--- config.mk ---
export PLATFORM = sky130hd
export DESIGN_NAME = uart_rx_fifo_flat
export DESIGN_NICKNAME = d
export VERILOG_FILES = /design/src/rtl/uart_rx_fifo_if.sv /design/src/rtl/uart_rx_fifo.sv /design/src/flat_wrapper.sv
export SDC_FILE = /design/constraint.sdc
export NUM_CORES = 1
export LEC_CHECK = 0
export CORE_ASPECT_RATIO = 1.1
export CORE_UTILIZATION = 50
export CTS_BUF_LIST = sky130_fd_sc_hd__clkbuf_4
export CTS_CLUSTER_DIAMETER = 80
export DETAILED_ROUTE_END_ITERATION = 8
export PLACE_DENSITY = 0.81
export SYNTH_ARGS = -nofsm -noshare
export SYNTH_HDL_FRONTEND = slang
export SYNTH_SLANG_ARGS = --single-unit
export TNS_END_PERCENT = 10
--- constraint.sdc ---
create_clock -name clk -period 3.3 [get_ports clk]
set_input_delay 0.66 -clock clk [delete_from_list [all_inputs] [get_ports clk]]
set_output_delay 0.66 -clock clk [all_outputs]
set_load 0.02 [all_outputs]
--- src/rtl/uart_rx_fifo_if.sv ---
// Receive-buffer bus: the word stream from the UART receiver, the host-side
// valid/ready read port, and the status/control signals of the buffer.
interface uart_rx_fifo_if #(
  parameter int DATA_BITS = 8,
  parameter int DEPTH     = 16,
  parameter int CNT_BITS  = 8
);
  localparam int LVL_W = $clog2(DEPTH + 1);

  // Receiver side
  logic [DATA_BITS-1:0] wr_data;
  logic                 wr_strobe;

  // Host read side
  logic [DATA_BITS-1:0] rd_data;
  logic                 rd_valid;
  logic                 rd_ready;

  // Control and status
  logic                 flush;
  logic [LVL_W-1:0]     level;
  logic                 full;
  logic                 overrun;
  logic                 overrun_clear;
  logic [CNT_BITS-1:0]  dropped_count;

  // The master is whatever feeds the buffer and consumes its output.
  modport master (
    output wr_data, wr_strobe, rd_ready, flush, overrun_clear,
    input  rd_data, rd_valid, level, full, overrun, dropped_count
  );

  modport slave (
    input  wr_data, wr_strobe, rd_ready, flush, overrun_clear,
    output rd_data, rd_valid, level, full, overrun, dropped_count
  );
endinterface

--- src/rtl/uart_rx_fifo.sv ---
// First-word-fall-through receive buffer behind the UART receiver: captures
// strobed words, serves them on valid/ready, and counts words lost to overrun.
module uart_rx_fifo #(
  parameter int DATA_BITS = 8,
  parameter int DEPTH     = 16,
  parameter int CNT_BITS  = 8
) (
  input  logic              clk,
  input  logic              reset_n,
  uart_rx_fifo_if.slave     bus
);

  localparam int IDX_W = $clog2(DEPTH);
  localparam int PTR_W = IDX_W + 1;
  localparam int LVL_W = $clog2(DEPTH + 1);

  // Storage and pointers; the extra pointer MSB separates full from empty.
  logic [DATA_BITS-1:0] mem [DEPTH];
  logic [PTR_W-1:0]     wr_ptr;
  logic [PTR_W-1:0]     rd_ptr;
  logic [LVL_W-1:0]     level_q;
  logic                 overrun_q;
  logic [CNT_BITS-1:0]  dropped_q;

  logic [IDX_W-1:0]     wr_idx;
  logic [IDX_W-1:0]     rd_idx;
  logic                 empty;
  logic                 full;

  logic                 pop;
  logic                 wr_accept;
  logic                 wr_drop;
  logic [PTR_W-1:0]     wr_ptr_nxt;
  logic [PTR_W-1:0]     rd_ptr_nxt;
  logic [PTR_W-1:0]     level_nxt;

  assign wr_idx = wr_ptr[IDX_W-1:0];
  assign rd_idx = rd_ptr[IDX_W-1:0];
  assign empty  = (wr_ptr == rd_ptr);
  assign full   = (wr_idx == rd_idx) && (wr_ptr[IDX_W] != rd_ptr[IDX_W]);

  // Flush overrides both ports: a coincident pop is ignored and a coincident
  // write is silently discarded rather than counted as a drop.
  always_comb begin
    // NOTE: every output of this block is defaulted first so no path through
    // the conditionals can leave one unassigned and infer a latch.
    pop        = 1'b0;
    wr_accept  = 1'b0;
    wr_drop    = 1'b0;
    wr_ptr_nxt = wr_ptr;
    rd_ptr_nxt = rd_ptr;

    if (bus.flush) begin
      rd_ptr_nxt = wr_ptr;
    end else begin
      pop = !empty && bus.rd_ready;
      if (bus.wr_strobe) begin
        // A pop in the same cycle frees the slot, so a full FIFO still accepts.
        if (!full || pop) wr_accept = 1'b1;
        else              wr_drop   = 1'b1;
      end
      if (wr_accept) wr_ptr_nxt = wr_ptr + PTR_W'(1);
      if (pop)       rd_ptr_nxt = rd_ptr + PTR_W'(1);
    end

    level_nxt = wr_ptr_nxt - rd_ptr_nxt;
  end

  always_ff @(posedge clk or negedge reset_n) begin
    if (!reset_n) begin
      wr_ptr  <= '0;
      rd_ptr  <= '0;
      level_q <= '0;
    end else begin
      wr_ptr  <= wr_ptr_nxt;
      rd_ptr  <= rd_ptr_nxt;
      level_q <= LVL_W'(level_nxt);
    end
  end

  // NOTE: the storage array deliberately has no reset; the pointers alone
  // define which entries are meaningful, and an un-reset array maps to RAM.
  always_ff @(posedge clk) begin
    if (wr_accept) mem[wr_idx] <= bus.wr_data;
  end

  // Overrun flag and saturating drop counter. A drop in the same cycle as a
  // clear wins, so the event that caused the clear race is never lost.
  always_ff @(posedge clk or negedge reset_n) begin
    if (!reset_n) begin
      overrun_q <= 1'b0;
      dropped_q <= '0;
    end else if (wr_drop) begin
      overrun_q <= 1'b1;
      if (bus.overrun_clear)  dropped_q <= CNT_BITS'(1);
      else if (!(&dropped_q)) dropped_q <= dropped_q + CNT_BITS'(1);
    end else if (bus.overrun_clear) begin
      overrun_q <= 1'b0;
      dropped_q <= '0;
    end
  end

  assign bus.rd_data       = mem[rd_idx];
  assign bus.rd_valid      = !empty;
  assign bus.level         = level_q;
  assign bus.full          = full;
  assign bus.overrun       = overrun_q;
  assign bus.dropped_count = dropped_q;

endmodule

--- src/flat_wrapper.sv ---
// flat-port wrapper written by rule: the top's interface ports become plain ports
module uart_rx_fifo_flat 
#(
  parameter int DATA_BITS = 8,
  parameter int DEPTH     = 16,
  parameter int CNT_BITS  = 8
)
  (clk, reset_n, bus_wr_data, bus_wr_strobe, bus_rd_ready, bus_flush, bus_overrun_clear, bus_rd_data, bus_rd_valid, bus_level, bus_full, bus_overrun, bus_dropped_count);
  uart_rx_fifo_if #(.DATA_BITS(DATA_BITS), .DEPTH(DEPTH), .CNT_BITS(CNT_BITS)) bus_i ();
  input  logic clk;
  input  logic reset_n;
  input wire logic [$bits(bus_i.wr_data)-1:0] bus_wr_data;
  input wire logic [$bits(bus_i.wr_strobe)-1:0] bus_wr_strobe;
  input wire logic [$bits(bus_i.rd_ready)-1:0] bus_rd_ready;
  input wire logic [$bits(bus_i.flush)-1:0] bus_flush;
  input wire logic [$bits(bus_i.overrun_clear)-1:0] bus_overrun_clear;
  output wire logic [$bits(bus_i.rd_data)-1:0] bus_rd_data;
  output wire logic [$bits(bus_i.rd_valid)-1:0] bus_rd_valid;
  output wire logic [$bits(bus_i.level)-1:0] bus_level;
  output wire logic [$bits(bus_i.full)-1:0] bus_full;
  output wire logic [$bits(bus_i.overrun)-1:0] bus_overrun;
  output wire logic [$bits(bus_i.dropped_count)-1:0] bus_dropped_count;
  assign bus_i.wr_data = bus_wr_data;
  assign bus_i.wr_strobe = bus_wr_strobe;
  assign bus_i.rd_ready = bus_rd_ready;
  assign bus_i.flush = bus_flush;
  assign bus_i.overrun_clear = bus_overrun_clear;
  assign bus_rd_data = bus_i.rd_data;
  assign bus_rd_valid = bus_i.rd_valid;
  assign bus_level = bus_i.level;
  assign bus_full = bus_i.full;
  assign bus_overrun = bus_i.overrun;
  assign bus_dropped_count = bus_i.dropped_count;
  uart_rx_fifo #(.DATA_BITS(DATA_BITS), .DEPTH(DEPTH), .CNT_BITS(CNT_BITS)) u_core (.clk(clk), .reset_n(reset_n), .bus(bus_i));
endmodule
Yosys cells after proc, flatten, opt, wreduce, memory -nomap -nowiden
Memory sizes are Yosys's and may differ from the RTL's.
Index checks and enable logic that the tools add are counted.
- register bits after elaboration: 24
- memory bits (writable): 128
- bits of input ports: 14
- output and inout port bits: 24
- logic and storage cells: 41
- memories: 1
- memories (name ; words ; width ; read ports ; clocked after memory_dff ; wr ports ; line ; source):
    u_core.mem ; 16 ; 8 ; 1 ; 0 ; 1 ; uart_rx_fifo.sv:18 ; logic [DATA_BITS-1:0] mem [DEPTH];
- add/subtract/negate cells: 4
- equality and inequality tests: 4
- mux-type cells: 19
- reduce and logical (&&, ||, !) cells: 8
- operators by type and width (kind ; number):
    two-way mux 8 bit ; 4
    two-way mux 5 bit ; 4
    two-way mux 1 bit ; 11
    adder 5 x 1 -> 5 bit (second input constant) ; 2
    adder 8 x 1 -> 8 bit (second input constant) ; 1
    AND reduction 8 bit ; 1
    equality test 5 bit ; 1
    subtractor 5 bit ; 1
    equality test 4 bit ; 1
    logical AND 1 bit ; 2
    logical NOT 1 bit ; 2
    inequality test 2 bit (second input constant) ; 1
    AND reduction 2 bit ; 1
    nonzero test 2 bit ; 1
    logical OR 1 bit ; 1
    inequality test 1 bit ; 1

Longest topological paths before layout
- word-level depth: 10
- gate-level depth with buffers: 13
- depth with buffers taken out: 12

Worst setup path before layout
No wires, ideal clock.
- kind: reg2reg
- from: register u_core.wr_ptr[1]
- to: register u_core.level_q[4], in the netlist u_core.bus.level[4]
- setup time: 0.081 ns
- arrival time: 2.579 ns
- required time: 3.219 ns
- path slack: 0.640 ns
- cell stages (with the launch flop): 13
- path buffers: 0
- period minus slack after synthesis: 2.660 ns
- path through: dfrtp_1 > xnor2_4 > nand4_4 > o21ai_0 > xor2_1 > o21ai_0 > ha_1 > inv_1 > fa_1 > a21o_1 > a21oi_1 > xnor2_1 > xnor2_1
- RTL lines (element ; line ; source):
    from (decl) ; uart_rx_fifo.sv:19 ; logic [PTR_W-1:0] wr_ptr;
    from (signal assigned) ; uart_rx_fifo.sv:75 ; wr_ptr <= wr_ptr_nxt;
    equality test 5 bit ; uart_rx_fifo.sv:39 ; assign empty = (wr_ptr == rd_ptr);
    logical NOT 1 bit ; uart_rx_fifo.sv:56 ; pop = !empty && bus.rd_ready;
    logical AND 1 bit ; uart_rx_fifo.sv:56 ;
    two-way mux 5 bit ; uart_rx_fifo.sv:63 ; if (pop) rd_ptr_nxt = rd_ptr + PTR_W'(1);
    two-way mux 5 bit ; uart_rx_fifo.sv:53 ; if (bus.flush) begin
    net u_core.rd_ptr_nxt[0] ; uart_rx_fifo.sv:34 ; logic [PTR_W-1:0] rd_ptr_nxt;
    subtractor 5 bit ; uart_rx_fifo.sv:66 ; level_nxt = wr_ptr_nxt - rd_ptr_nxt;
    net u_core.level_nxt[4] ; uart_rx_fifo.sv:35 ; logic [PTR_W-1:0] level_nxt;
    to (signal assigned) ; uart_rx_fifo.sv:77 ; level_q <= LVL_W'(level_nxt);
    to (decl) ; uart_rx_fifo.sv:21 ; logic [LVL_W-1:0] level_q;
The timed path passes the listed nets, and every way through them passes these cells. The select of a mux whose other input is x is not followed.
A chain may end at the register's enable or synchronous reset.

Final worst setup path
- from: register u_core.rd_ptr[0]
- to: output bus_rd_data[7]
- word-level cells in the longest chain between the ends: 1
- RTL lines (element ; line ; source):
    from (decl) ; uart_rx_fifo.sv:20 ; logic [PTR_W-1:0] rd_ptr;
    from (signal assigned) ; uart_rx_fifo.sv:76 ; rd_ptr <= rd_ptr_nxt;
    memory read (16 x 8 bit) ; n/a ;
    to (decl) ; flat_wrapper.sv:17 ; output wire logic [$bits(bus_i.rd_data)-1:0] bus_rd_data;
Every way passes these cells.

==> results.cfg <==
[clock_network]
clk-insertion-delay-late_ns = 0.55
clock-sinks = 152
hold_buffers = 0
numCtsBuffers = 17
cts_tree = built
htreeDepth = 4
clock_path_buffers = 2
cts-root-buf = clkbuf_4
cts.clk_slew.worst_paths_ns = 0.13

[synthesis]
netlist_area_sq_um = 6526
synth-xor-area-share_pct = 3.777
synth_edf_count = 128
syn_inst = 400
yosys.area_share.simple_pct = 6.461
synthesis.nets = 425
synth_top_family_by_area = multiplexers
synth.avg_cell_area_sq_um = 16.32
synth_adder_area_share_pct = 2.224
ys_async_sr_fraction_pct = 15.79
synth_compound_area_share_pct = 6.116
yosysWarnings = 0
yosysUniqueCellTypes = 44
synth_seq_area_share_pct = 68.10
muxShareOfSynthArea_pct = 11.56
synth_flop_cell = edfxtp_1
ys_seq_elements = 152

[critical_path]
path_cells = buf_8, buf_4, mux4_2, a22oi_1, nand2_1, dlygate4sd2_1
crit_arrival_ns = 2.57
critPathLaunchType = register
crit_type = reg -> out
path_max_fanout = 8
worst_ep_required_time_ns = 2.64
cp_slowest_cell = dfrtp_4
end_kind = primary output
crit_path_max_incr_delay_ns = 0.55

[placed_design]
portBuffers = 37
place_congestion = 0.8374
hpwl_mm = 9.283
post_dp_cell_area_sq_um = 7136

[detailed_routing]
routedWlPerCell_microns = 21.28
first_pass_iters = 5
viasPerCell = 5.920
first_iter_violations = 219
post-route-drc-count = 0
antenna_left = 0
routed_wl_mm = 13.28
vias = 3694

[pwr]
power.density_nw_per_um2 = 823.7
vdd_drop_max_mv = 0.5635
p_leak_nw = 2.692

[timing]
worst_pin_slew_ns = 0.7999
slew_headroom_pct = 46.18
whs_ns = 0.4595
min_period_ns = 3.227
finClkSkew_ns = 0.01739
setup-tns-final_ns = 0
timing.final.max_slew_violations = 0
fin_crit_sh_pct = 97.80
final-setup-viol-count = 0
rsz0062_at_grt = false
timing.final.hold_violations = 0
max_freq_ghz = 0.3098

[floorplan]
io_pins = 38
dieArea_sq_um = 13510
die_x_microns = 110.9
die_y_microns = 121.8
core_area_sq_um = 12640
rows = 43
initial_utilization_pct = 51.62

[global_routing]
gr-usage-all-layers_pct = 21.14
grt_antenna_before_repair = 0
grt_pass1_vias = 3777
grt.overflow.total = 0
grt_max_degree = 25
grt_pass1_wl_mm = 21.00

[layout]
final_cell_area_sq_um = 7523
drive_above_1_share_pct = 19.70
n_antenna_cell = 0
nets = 479
syn_to_final_growth_pct = 15.28

[status]
run_status = complete, no violations

[hold_path]
hold_path.class = in -> async

[flow_run]
cap_violations = 0
report_power, final:
part           leakage (nW)  switching, mW  internal [mW]
registers              1.46          0.163           2.27
logic                  1.07           1.39           1.16
clock network         0.165          0.666          0.553
routing by layer:
| layer | up-vias | track usage, % | share of wire, % | wire, microns |
|---|---|---|---|---|
| li1 | 1674 | - | - | - |
| met1 | 1838 | 26.74 | 41 | 5434 |
| met2 | 153 | 35.17 | 51 | 6720 |
| met3 | 29 | 4.378 | 6.0 | 801 |
| met4 | 0 | 10.25 | 2.4 | 320 |
| met5 | - | 0 | 0 | 0 |
stage by stage:
stage / total power, mW / utilization [%] / instances / setup WS [ns]
3_5_place_dp: 4.983 / 56.44 / 589 / 0.07237
3_3_place_gp: 4.894 / 56.44 / 589 / 0.1919
5_1_grt: 6.495 / 59.51 / 624 / 0.003136
4_1_cts: 6.195 / 59.15 / 624 / -0.1702
6_report: 6.197 / 59.51 / 624 / 0.07252
2_1_floorplan: 4.107 / - / 400 / 0.6401
final timing paths:
path / slack (ns) / cells after the start / start / endpoint
hold reg to reg: 0.50 / 1 / u_core.bus.overrun / u_core.bus.overrun
min in group clk: 0.50 / 1 / u_core.bus.overrun / u_core.bus.overrun
setup reg to reg: 0.20 / 13 / u_core.rd_ptr[0] / u_core.bus.level[4]
hold / removal: 0.46 / 2 / reset_n / u_core.bus.dropped_count[0]
max in group asynchronous: 2.56 / 2 / reset_n / u_core.rd_ptr[0]
setup / recovery: 0.07 / 6 / u_core.rd_ptr[0] / bus_rd_data[7]
placed cells by master, fill, tap and decap left out, types with 4 or more instances in the layout:
| master | synthesis | final |
|---|---|---|
| nand2_1 | 20 | 20 |
| xor2_1 | 5 | 5 |
| ha_1 | 10 | 10 |
| edfxtp_1 | 128 | 128 |
| inv_1 | 7 | 7 |
| nor3_1 | 4 | 4 |
| clkdlybuf4s50_1 | 0 | 27 |
| xnor2_1 | 10 | 10 |
| buf_4 | 0 | 14 |
| and4_1 | 5 | 4 |
| dfrtp_1 | 24 | 23 |
| a21oi_1 | 15 | 15 |
| mux4_2 | 16 | 16 |
| dlymetal6s2s_1 | 0 | 5 |
| mux2_2 | 11 | 11 |
| mux2i_1 | 27 | 27 |
| nor2_1 | 8 | 8 |
| a22oi_1 | 8 | 8 |
| and2_1 | 14 | 13 |
| a21o_1 | 4 | 4 |
| a221oi_2 | 0 | 5 |
| clkbuf_4 | 0 | 19 |
| o21ai_0 | 25 | 22 |
| dlygate4sd2_1 | 0 | 4 |
final cells by class:
cell class,instances,area (sq um)
Fill cell,905,5120
Sequential cell,152,4448
Multi-Input combinational cell,222,2008
Timing Repair Buffer,54,533.0
Tap cell,157,196.4
Clock inverter,13,168.9
Clock buffer,19,142.6
Inverter,7,26.28
cells in the mapped netlist, drive strengths merged, types with 4 or more instances:
library cell | instances | area share [%]
mux2 | 11 | 1.9
inv | 7 | 0.40
a221oi | 8 | 1.1
and4 | 5 | 0.67
mux4 | 16 | 5.5
nand2 | 20 | 1.2
ha | 10 | 1.9
buf | 10 | 0.84
mux2i | 27 | 4.1
xor2 | 5 | 0.67
o21ai | 25 | 1.9
clkbuf | 9 | 0.52
a22oi | 8 | 0.92
xnor2 | 15 | 3.1
nand4 | 4 | 0.61
a21o | 4 | 0.46
a21oi | 16 | 1.3
and2 | 14 | 1.3
dfrtp | 24 | 9.2
edfxtp | 128 | 59
nor3 | 4 | 0.31
nor2 | 8 | 0.46
critical path, delay by kind of cell, from the launching register on:
| kind | cells | cell delay, ns |
|---|---|---|
| flip-flops | 1 | 0.55 |
| buffers and inverters | 3 | 0.63 |
| AND/OR/NAND/NOR | 1 | 0.11 |
| multiplexers | 1 | 0.51 |
| AO/OA/AOI/OAI | 1 | 0.23 |
state kept, by name, summed over array words and instances, names as in the netlist:
signal,flops
u_core.bus.overrun,1
u_core.bus.dropped_count,8
u_core.wr_ptr,5
u_core.rd_ptr,5
u_core.mem,128
u_core.bus.level,5
timing repair:
| item | 4_1_cts | 5_1_grt |
|---|---|---|
| endpoints found under the hold margin | 0 | 0 |
| gates resized for setup | 10 | 17 |
| endpoints found under the setup margin | 8 | 9 |
| gates cloned | 0 | 0 |
| buffers inserted | 3 | 0 |
logic make-up (layout without fill, tap and decap cells):
| logic type | Yosys count | in the layout |
|---|---|---|
| xor+xnor | 20 | 20 |
| fa+ha+maj | 11 | 11 |
| simple gates | 72 | 72 |
| flops | 152 | 152 |
| buf+inv | 26 | 93 |
| mux | 54 | 54 |
| compound gates | 65 | 65 |
Note: power is estimated with default switching activity, not from simulation.
